==> config.mk <==
export PLATFORM = sky130hd
export DESIGN_NAME = serial_frame_rx
export DESIGN_NICKNAME = d
export VERILOG_FILES = /design/src/rtl/serial_pkg.sv /design/src/rtl/rx_out_buf.sv /design/src/rtl/serial_frame_rx.sv
export SDC_FILE = /design/constraint.sdc
export NUM_CORES = 1
export LEC_CHECK = 0
export CORE_MARGIN = 2
export CORE_UTILIZATION = 50
export DETAILED_ROUTE_END_ITERATION = 16
export PLACE_DENSITY_LB_ADDON = 0.25
export SYNTH_ARGS = -nofsm -noshare
export SYNTH_HDL_FRONTEND = slang
export SYNTH_SLANG_ARGS = --single-unit
==> constraint.sdc <==
create_clock -name clk -period 2.7 [get_ports clk]
set_clock_uncertainty 0.2 [all_clocks]
set_input_delay 0.27 -clock clk [delete_from_list [all_inputs] [get_ports clk]]
set_output_delay 0.27 -clock clk [all_outputs]
set_load 0.01 [all_outputs]
==> src/rtl/serial_pkg.sv <==
// Shared definitions for the serial frame stages: receiver FSM states and line levels.
package serial_pkg;

  typedef enum logic [1:0] {
    IDLE   = 2'd0,
    DATA   = 2'd1,
    PARITY = 2'd2,
    STOP   = 2'd3
  } state_t;

  localparam logic START_LVL = 1'b1;
  localparam logic STOP_LVL  = 1'b0;
  localparam logic IDLE_LVL  = 1'b0;

endpackage

==> src/rtl/rx_out_buf.sv <==
// One-entry valid/ready holding register for received words; flags an overrun when a
// completed word arrives while an unconsumed word is still held.
module rx_out_buf #(
  parameter int unsigned DATA_W = 4
) (
  input  logic              clk,
  input  logic              rst,
  input  logic              i_load,
  input  logic [DATA_W-1:0] i_data,
  input  logic              i_ready,
  output logic [DATA_W-1:0] o_data,
  output logic              o_valid,
  output logic              o_overrun
);

  logic [DATA_W-1:0] r_data;
  logic              r_valid;
  logic              r_overrun;
  logic              w_take;

  // A load is allowed when empty or when the held word is drained this same cycle.
  assign w_take = i_load & (~r_valid | i_ready);

  always_ff @(posedge clk or posedge rst) begin
    if (rst) begin
      r_data    <= '0;
      r_valid   <= 1'b0;
      r_overrun <= 1'b0;
    end else begin
      r_overrun <= i_load & r_valid & ~i_ready;
      if (w_take) begin
        r_data  <= i_data;
        r_valid <= 1'b1;
      end else if (r_valid & i_ready) begin
        r_valid <= 1'b0;
      end
    end
  end

  assign o_data    = r_data;
  assign o_valid   = r_valid;
  assign o_overrun = r_overrun;

endmodule

==> src/rtl/serial_frame_rx.sv <==
// Serial frame receiver: start bit, DATA_W bits LSB-first, optional even parity, stop bit.
// Define PARITY_RX_EN to expect a parity bit between the last data bit and the stop bit.
module serial_frame_rx
  import serial_pkg::*;
#(
  parameter int unsigned DATA_W = 4
) (
  input  logic              clk,
  input  logic              rst,
  input  logic              s_in,
  input  logic              bit_en,
  output logic [DATA_W-1:0] out_data,
  output logic              out_valid,
  input  logic              out_ready,
  output logic              frame_err,
  output logic              overrun,
  output logic              busy
);

  localparam int unsigned     CNT_W = $clog2(DATA_W);
  localparam logic [CNT_W-1:0] LAST = CNT_W'(DATA_W - 1);

  state_t            r_state;
  state_t            w_next_state;
  logic [CNT_W-1:0]  r_cnt;
  logic [DATA_W-1:0] r_shift;
  logic              r_frame_err;
  logic              w_stop_smp;
  logic              w_par_ok;
  logic              w_good;
  logic              w_load;

  always_ff @(posedge clk or posedge rst) begin
    if (rst) r_state <= IDLE;
    else     r_state <= w_next_state;
  end

  always_comb begin
    w_next_state = r_state;
    if (bit_en) begin
      unique case (r_state)
        IDLE:   if (s_in == START_LVL) w_next_state = DATA;
`ifdef PARITY_RX_EN
        DATA:   if (r_cnt == LAST) w_next_state = PARITY;
`else
        DATA:   if (r_cnt == LAST) w_next_state = STOP;
`endif
        PARITY: w_next_state = STOP;
        STOP:   w_next_state = IDLE;
        default: w_next_state = IDLE;
      endcase
    end
  end

  always_comb begin
    busy = (r_state != IDLE);
  end

`ifdef PARITY_RX_EN
  logic r_par;

  always_ff @(posedge clk or posedge rst) begin
    if (rst)                              r_par <= 1'b0;
    else if (bit_en && r_state == PARITY) r_par <= s_in;
  end

  // Even parity: data bits plus the parity bit must contain an even number of ones.
  assign w_par_ok = ~(^{r_shift, r_par});
`else
  assign w_par_ok = 1'b1;
`endif

  // New bits enter at the MSB so the first data bit ends up in bit 0.
  always_ff @(posedge clk or posedge rst) begin
    if (rst) begin
      r_cnt       <= '0;
      r_shift     <= {DATA_W{IDLE_LVL}};
      r_frame_err <= 1'b0;
    end else begin
      r_frame_err <= w_stop_smp & ~w_good;
      if (bit_en) begin
        if (r_state == IDLE && s_in == START_LVL) begin
          r_cnt <= '0;
        end else if (r_state == DATA) begin
          r_cnt   <= r_cnt + CNT_W'(1);
          r_shift <= {s_in, r_shift[DATA_W-1:1]};
        end
      end
    end
  end

  assign w_stop_smp = bit_en & (r_state == STOP);
  assign w_good     = (s_in == STOP_LVL) & w_par_ok;
  assign w_load     = w_stop_smp & w_good;
  assign frame_err  = r_frame_err;

  rx_out_buf #(
    .DATA_W(DATA_W)
  ) u_out_buf (
    .clk       (clk),
    .rst       (rst),
    .i_load    (w_load),
    .i_data    (r_shift),
    .i_ready   (out_ready),
    .o_data    (out_data),
    .o_valid   (out_valid),
    .o_overrun (overrun)
  );

endmodule
== After elaboration in Yosys (flattened, before gate mapping) ==
Cells that the tools add are included.
W data, S select, Z words.
Word-level totals
  register bits after elaboration: 15
  latch bits: 0
  RAM bits: 0
  ROM bits: 0
  input bits: 5
  output and inout bits: 8
  word-level logic and storage cells: 41
  memories: 0
Cells by class
  add/sub/neg operators: 1
  multipliers: 0
  div/mod/pow operators: 0
  $lt $le $gt $ge: 0
  equal/unequal tests: 6
  shifts and indexed selects: 0
  multiplexer cells: 7
  bitwise operators: 12
  reduce and logical (&&, ||, !) cells: 8
Operators by type and width (count)
  $mux W2: 4
  $pmux W2 S4: 1
  $and A1 B1 Y1: 7
  $eq A2 B2 Y1 const B: 3
  $reduce_and A3 Y1: 2
  $reduce_bool A2 Y1: 3
  $ne A2 B2 Y1 const B: 2
  $not A1 Y1: 4
  $add A2 B1 Y2 const B: 1
  $eq A2 B1 Y1 const B: 1
  $logic_not A2 Y1: 1
  $mux W1: 2
  $reduce_and A2 Y1: 1
  $logic_and A1 B1 Y1: 1
  $or A1 B1 Y1: 1

== Depth between registers and ports, before layout ==
  depth in word-level cells: 5
  mapped depth: 5
  mapped depth without buffers: 5

== By module ==
From an unflattened synthesis, not the netlist that was laid out.
Unflattened totals
  cells, all modules: 55
  area, all modules: 701.9 um^2
By module, submodules not included
  serial_frame_rx: times used 1, cells an instance 39, area each 451.7 um^2, sequential area each 225.2 um^2
  rx_out_buf: times used 1, cells an instance 16, area each 250.2 um^2, sequential area each 150.1 um^2

== Worst setup path after synthesis ==
Ideal clock, no wire load.
  path kind: register to register
  start point: register r_state[0]
  end point: register r_state[1]
  setup time: 125 ps
  arrival: 1246 ps
  setup slack: 1129 ps
  cell stages (with the launch flop): 6
  path buffers: 0
  clock period less this slack: 1571 ps
  cells stage by stage: dfrtp_1 > inv_1 > ha_1 > inv_1 > o221ai_2 > mux2_2
On the way
  longest elaborated chain between the ends: 3
  elaborated cells on any way between the ends: 8
RTL lines
  from (decl): RTL line serial_frame_rx.sv:23  | state_t r_state;
  from (signal assigned): RTL line serial_frame_rx.sv:35  | else r_state <= w_next_state;
  $eq A2 B1 Y1 / $logic_not A2 Y1 (equally long branches): RTL line serial_frame_rx.sv:41  | unique case (r_state)
  $ne A2 B2 Y1 (no line)
  $reduce_and A3 Y1 (no line)
Parallel ways exist; a longest one is shown, timed or not.
A chain may end at the register's enable or synchronous reset.

== Final worst setup path ==
  start point: register r_state[0]
  end point: output port busy
On the way
  longest elaborated chain between the ends: 1
RTL lines
  $reduce_bool A2 Y1: RTL line serial_frame_rx.sv:56  | busy = (r_state != IDLE);
  to (decl): RTL line serial_frame_rx.sv:17  | output logic busy
Every way passes these cells.

==> flow_metrics.env <==
export IMPL_status="complete, no violations"
export IMPL_syn_to_final_growth_pct=24.7
export IMPL_grt_overflow_total=0
export IMPL_place_gp_congestion=0.700
export IMPL_critical_path_arrival_ns=1.60
export IMPL_seq_area_frac_synth_pct=54.9
export IMPL_grt_pass1_wl_um=1640
export IMPL_drc=0
export IMPL_htree_levels=1
export IMPL_setup_viol=0
export IMPL_cpPeakStageDelay_ns=0.54
export IMPL_rsz0062_at_grt="no"
export IMPL_final_nets=77
export IMPL_multi_input_area_um2=282
export IMPL_layout_common_cells="dfrtp_1 (15), clkdlybuf4s50_1 (12), mux2_2 (8)"
export IMPL_synth_seq_cells=15
export IMPL_clk_pin_slew_worst_paths_ns=0.10
export IMPL_powerDensity_nw_per_um2=1070
export IMPL_drv_slew=0
export IMPL_criticalPathCategory="reg -> out"
export IMPL_critical_path_top_delay_family="buffers and inverters"
export IMPL_synth_warnings=0
export IMPL_fp_coreArea_um2=1280
export IMPL_cts_root_buf="clkbuf_4"
export IMPL_syn_avg_cell_area_um2=13.4
export IMPL_chipWidth_um=41.0
export IMPL_slew_limit_headroom_pct=64.4
export IMPL_holdBufCountCts=0
export IMPL_final_common_cell="dfrtp_1"
export IMPL_slowest_stage="clkdlybuf4s50_1"
export IMPL_diodes=0
export IMPL_crit_path_end_kind="output port"
export IMPL_synth_xor_area_share_pct=0
export IMPL_synth_top_family_by_area="multiplexers"
export IMPL_clk_latency_ns=0.29
export IMPL_max_cap_violations=0
export IMPL_tightest_slew_ns=0.533
export IMPL_synth_simple_gate_area_share_pct=10.4
export IMPL_crit_required_ns=2.23
export IMPL_seq_area_um2=375
export IMPL_cts_buffers=3
export IMPL_ant_nets=0
export IMPL_grt_antenna_before_repair=0
export IMPL_place_ws_ns=0.851
export IMPL_worstSetupStartpointType="flip-flop"
export IMPL_via_per_inst=5.27
export IMPL_grt_max_degree=16
export IMPL_synthAdderAreaFrac_pct=7.33
export IMPL_drtIter0Drc=3
export IMPL_dr_pass1_iters=2
export IMPL_grt_pass1_vias=404
export IMPL_crit_chain="inv_1, ha_1, inv_1, clkdlybuf4s50_1"
export IMPL_worst_slack_ns=0.630
export IMPL_fin_crit_ns=2.07
export IMPL_num_rows=13
export IMPL_cts_sinks=15
export IMPL_port_buffers=12
export IMPL_total_leakage_power_nw=0.410
export IMPL_finalCritPeriodShare_pct=76.7
export IMPL_synthesis_nets=60
export IMPL_vdd_drop_max_v=0.000565
export IMPL_tns_ns=0
export IMPL_synthMuxAreaShare_pct=16.1
export IMPL_maxClockFrequency_mhz=483
export IMPL_power_mw=0.913
export IMPL_syn_area_um2=683
export IMPL_dieArea_um2=1680
export IMPL_vias=432
export IMPL_cp_common_cell="inv_1"
export IMPL_fillers=107
export IMPL_cts_tree="built"
export IMPL_critPathBufInv=3
export IMPL_die_h_um=41.0
export IMPL_io_pins=13
export IMPL_netlist_instances=51
export IMPL_clockBufferDepth=2
export IMPL_start_util_pct=53.2
export IMPL_drive_gt1_share_pct=23.9
export IMPL_postCtsSetupRepairBufs=0
export IMPL_post_cts_resized=0
export IMPL_hp_class="in -> async"
export IMPL_wire_per_inst_um=12.5
export IMPL_finalHoldViolCount=0
export IMPL_synth_compound_area_share_pct=7.33
export IMPL_yosysUniqueCellTypes=16
export IMPL_worst_path_max_fanout=3
export IMPL_grt_usage_pct=15.7
export IMPL_wl_um=1020
==> metrics by stage <==
step	cell area (um^2)	util (%)	hold WS (ns)	cells
after floorplan	683	-	-0.0285	51
after global placement	822	64.0	0.290	78
after detailed placement	822	64.0	0.299	78
after CTS	852	66.3	0.147	82
after global routing	852	66.3	0.181	82
final	852	66.3	0.119	82
==> flip-flops by register name, indices dropped and copies added (netlist names) <==
name,cells
u_out_buf.o_data,4
r_shift,4
r_state,2
frame_err,1
u_out_buf.o_overrun,1
u_out_buf.o_valid,1
r_cnt,2
==> synth_stat cells <==
library cell	number	area, um^2
nand3b_4	1	20.0
nand2_1	3	11.3
nand2b_1	1	6.26
nor2_1	2	7.51
o2bb2ai_1	1	8.76
nor2b_4	1	13.8
mux2i_1	2	20.0
a22o_1	2	17.5
dfrtp_1	15	375
o221ai_2	1	15.0
ha_1	4	50.1
inv_1	7	26.3
o22a_1	1	8.76
and3_2	1	7.51
nand3_1	1	5.00
mux2_2	8	90.1
==> layer usage <==
metal,up-vias,global-route usage [%],share of wire (%),routed length [um]
li1,206,-,-,-
met5,-,0,0,0
met4,0,10.0,2.4,25
met1,206,17.4,40,405
met3,5,3.26,5.8,59
met2,15,27.0,52,532
==> worst paths after layout <==
kind                                      from                   to  slack, ns  cells after the start
setup / recovery                    r_state[0]                 busy       0.63                      4
setup reg to reg                    r_state[1]           r_state[1]       1.01                      5
max in group asynchronous                  rst            frame_err       1.81                      2
hold / removal                             rst  u_out_buf.o_data[2]       0.12                      2
hold reg to reg            u_out_buf.o_data[2]  u_out_buf.o_data[2]       0.31                      1
min in group clk           u_out_buf.o_data[2]  u_out_buf.o_data[2]       0.31                      1
==> layout make-up <==
class / instances / area share, %
Sequential cell: 15 / 44.1
Multi-Input combinational cell: 29 / 33.0
Timing Repair Buffer: 12 / 14.1
Inverter: 7 / 3.08
Clock buffer: 3 / 2.64
Tap cell: 15 / 2.20
Clock inverter: 1 / 0.881
==> kinds of logic after synthesis <==
logic type      Yosys count
mux                      10
compound gates            5
flops                    15
fa+ha+maj                 4
simple gates             10
buf+inv                   7
==> where the power goes <==
part	leakage [nW]	total (mW)	internal, mW	switching [mW]
clock network	0.0139	0.130	0.0564	0.0737
logic	0.218	0.395	0.232	0.163
registers	0.177	0.388	0.324	0.0640
Note: power is estimated with default switching activity, not from simulation.
==> RTL change 1: new RTL, same flow settings <==
`DATA_W` is set to 4 in 2 places; all go to 8.
--- a/src/rtl/rx_out_buf.sv
+++ b/src/rtl/rx_out_buf.sv
@@ -3,3 +3,3 @@
 module rx_out_buf #(
-  parameter int unsigned DATA_W = 4
+  parameter int unsigned DATA_W = 8
 ) (
--- a/src/rtl/serial_frame_rx.sv
+++ b/src/rtl/serial_frame_rx.sv
@@ -5,3 +5,3 @@
 #(
-  parameter int unsigned DATA_W = 4
+  parameter int unsigned DATA_W = 8
 ) (
Interface: changed (resized out_data); port bits go from 13 to 17. No check against the original RTL was run, so the function may have changed too.
==> RTL change 1 against the unedited design <==
  * Sequential cell count rose by 9
  * Worst hold slack lost 0.034 ns
  * Worst setup slack got worse by 0.056 ns
  * Wire length increased by 57%
  * Die area rose by 48%
  * Design area up 49%
  * Total power increased by 52%
  * Area after synthesis is 54% higher
  * Largest cell class unchanged
  * Largest power group is now registers
  * Highest routed layer unchanged
==> RTL change 1: results (changes against the unedited design) <==
Status: finished, final reports clean
Starting DRT DRC Count: 6 (+3)
# nets final: 108 (+40%)
Hold Slack: 0.0841 ns (-0.0345 ns)
Layout cell share with drive strength beyond 1: 24.2% (+0.33 points)
Input/output buffers: 16 (+4)
Comb_multi_in: 43 (+48%)
RR Endpoint: r_shift[0]
DIE WIDTH: 49.9 um (+22%)
Netlist cell types: 22 (+6)
Filler cells: 144 (+35%)
Residual DRC count: 0 (unchanged)
Synthesized net count: 87 (+45%)
Vias in the first global route: 630 (+56%)
Via count: 619 (+43%)
First-pass GRT wire length: 2730 um (+67%)
Switch Pwr: 0.437 mW (+45%)
# diodes: 0 (unchanged)
Most area-consuming cells after synthesis: dfrtp_1 (57%), mux2_4 (10%), mux2_2 (9.6%)
Worst skew pair latency: 0.31 ns (+0.02 ns)
Reg2Reg Setup Slack: 0.72 ns (-0.29 ns)
Part of the power in registers: 45.9% (+3.4 points)
Fin cells: 122 (+49%)
Place WS: 0.663 ns (-0.188 ns)
Post-route total power: 1.39 mW (+52%)
R2r worst-path depth: 5 (unchanged)
Post-synth top cells: dfrtp_1 (24), mux2_2 (9), inv_1 (7), mux2_4 (7), ha_1 (6)
1st-pass router iterations: 4 (+2)
Multi-input gate area: 410 um^2 (+46%)
Comb pwr share: 43.2% (about the same)
Global placement routability congestion: 0.713 (+1.9%)
Initial antenna violation count: 0 (unchanged)
Slew headroom: 68.9% (+4.5 points)
P per Cell Area: 1100 nW/um^2 (+2.2%)
Clk pin slew, worst setup/hold paths: 0.12 ns (+0.02 ns)
Clock-cell share: 1.78% (-1.7 points)
#FFs+latches synth: 24 (+9)
Seq area share: 47.3% (+3.3 points)
Sequential-to-total area share from yosys stat: 57.0% (+2.1 points)
Async S/R FF share, synth: 100% (unchanged)
CP max FO: 4 (+1)
Largest net degree at the start of global routing: 25 (+9)
Cell count after synthesis: 76 (+49%)
F_max: 0.470 GHz (-2.6%)
Drt wl/cell: 13.2 um (+5.7%)
Synth top area share: 57.0% (+2.1 points)
WP data arrival: 1.66 ns (+0.06 ns)
Buffering overhead: 13.8% (-0.29 points)
-- RTL change 1: cell types whose count changed after synthesis, sizes merged, moves of 2 or more --
| cell | before | now |
|---|---|---|
| mux2 | 8 | 16 |
| a22o | 2 | 0 |
| a21oi | 0 | 2 |
| ha | 4 | 6 |
| o21ai | 0 | 4 |
| dfrtp | 15 | 24 |
| buf | 0 | 2 |
-- RTL change 1: logic make-up after synthesis --
logic type	share of synthesized area, %
AOI/OAI and AO/OA	5.46
muxes	20.5
buffers and inverters	4.04
adders and majority gates	7.13
DFF	57.0
and+or+nand+nor	5.82
-- RTL change 1: routing by layer --
| layer | part of all wire (%) | up-vias | track usage (%) | routed length [um] |
|---|---|---|---|---|
| met4 | 2.0 | 0 | 8.33 | 32 |
| met1 | 44 | 305 | 17.3 | 714 |
| met2 | 49 | 14 | 25.1 | 794 |
| met3 | 4.2 | 4 | 3.94 | 67 |
| li1 | - | 296 | - | - |
| met5 | 0 | - | 0 | 0 |
==> RTL change 2: new RTL, config.mk and constraints unchanged <==
Without the edit above. Register the output `frame_err` once more, with the module's reset; this adds one clock of latency there. The other outputs are not delayed to match.
--- a/src/rtl/serial_frame_rx.sv
+++ b/src/rtl/serial_frame_rx.sv
@@ -94,3 +94,9 @@
   assign w_load     = w_stop_smp & w_good;
-  assign frame_err  = r_frame_err;
+  always_ff @(posedge clk or posedge rst) begin
+    if (rst) begin
+      frame_err <= '0;
+    end else begin
+      frame_err <= r_frame_err;
+    end
+  end
 
Formal check against the unedited RTL: not equivalent (a bounded check fails within 10 cycles, from zero or initial values and one cycle with rst high).
==> RTL change 2 against the unedited design <==
  * Design area increased by 3.7%
  * Sequential cell count rose by 1
  * Total power grew 3.4%
  * Sequential power rose by 4%
  * Worst setup slack gained 0.026 ns
  * Area after synthesis up 3.7%
  * Clock power is 16% higher
  * Wire length fell by 7.4%
  * Register-to-register slack improved by 0.02 ns
  * Cell count up 1.2%
  * Highest routed layer unchanged
==> RTL change 2: results (changes against the unedited design) <==
Vias in the first global route: 357 (-12%)
Routed wire length: 947 um (-7.4%)
Root Driver: clkbuf_4
Avg Cell Area, Syn: 13.6 um^2 (+1.7%)
CP max FO: 3 (unchanged)
Clk pin slew, worst setup/hold paths: 0.08 ns (-0.02 ns)
M2 GR Usage: 17.2% (-9.8 points)
RR Endpoint: r_state[1]
First-pass GRT wire length: 1570 um (-3.8%)
Metal2 WL: 455 um (-14%)
# nets final: 78 (+1.3%)
Worst skew pair latency: 0.28 ns
GR met1 Demand/Resource: 16.5% (-0.84 points)
Via count: 415 (-3.9%)
Layout cell share with drive strength beyond 1: 23.5% (-0.35 points)
Status: finished, final reports clean
Via/cell ratio: 5.00 (-5.1%)
Residual DRC count: 0 (unchanged)
Global placement routability congestion: 0.740 (+5.8%)
Post-synth top cells: dfrtp_1 (16), mux2_2 (8), inv_1 (7), ha_1 (4), nand2_1 (3)
Starting DRT DRC Count: 3 (unchanged)
Reg2Reg Setup Slack: 1.03 ns (+0.02 ns)
WL met3: 63 um (+6.8%)
Placed Area: 847 um^2 (+3.0%)
Worst vdd ir: 0.585 mV (+3.4%)
Crit. Startpoint: r_state[0]
Placed Instances: 79 (+1.3%)
Place WS: 0.813 ns (-0.0374 ns)
GR Util met3: 7.83% (+4.6 points)
Input/output buffers: 12 (unchanged)
Synthesized net count: 61 (+1.7%)
WP data arrival: 1.57 ns (-0.03 ns)
1st-pass router iterations: 4 (+2)
TritonCTS buffer count: 3 (unchanged)
Global-route usage over all layers: 12.9% (-2.8 points)
Worst path max stage delay: 0.54 ns (about the same)
Metal-1 WL: 421 um (+4.0%)
Async S/R FF share, synth: 100% (unchanged)
Synth Warn #: 0 (unchanged)
# diodes: 0 (unchanged)
CTS max path bufs: 2 (unchanged)
Most area-consuming cells after synthesis: dfrtp_1 (57%), mux2_2 (13%), ha_1 (7.1%)
Slew headroom: 62.6% (-1.8 points)
Top sig layer: met4
Final Critical Period: 2.04 ns (-0.0256 ns)
Reg2reg start: r_state[1]
Largest net degree at the start of global routing: 17 (+1)
Sequential-to-total area share from yosys stat: 56.5% (+1.6 points)
R2r worst-path depth: 5 (unchanged)
Leak: 0.430 nW (+5.0%)
Hold Slack: 0.134 ns (+0.0155 ns)
Initial antenna violation count: 0 (unchanged)
## RTL change 2: cell count changes after synthesis, sizes merged
cell and change:
dfrtp +1
## RTL change 2: layout make-up
cell class	count	area, um^2
clock buffers	4	36.3
fillers	93	434
inverters	7	26.3
multi-input cells	29	282
flip-flops and latches	16	400
well taps	15	18.8
repair buffers	12	120
## RTL change 2: power breakdown
| part | switching (mW) | internal, mW | total [mW] |
|---|---|---|---|
| Clock | 0.0693 | 0.0821 | 0.151 |
| Sequential | 0.0625 | 0.342 | 0.404 |
| Combinational | 0.158 | 0.231 | 0.388 |
## RTL change 2: kinds of logic after synthesis
logic type	synth area share, %
flops	56.5
mux	15.5
simple gates	10.1
buf+inv	3.71
compound gates	7.07
fa+ha+maj	7.07
## RTL change 2: critical path, delay by kind of cell, from the launching register on
kind | cells | cell delay, ns
buffers and inverters | 3 | 0.70
flip-flops | 1 | 0.38
adder cells (fa/ha/maj) | 1 | 0.22
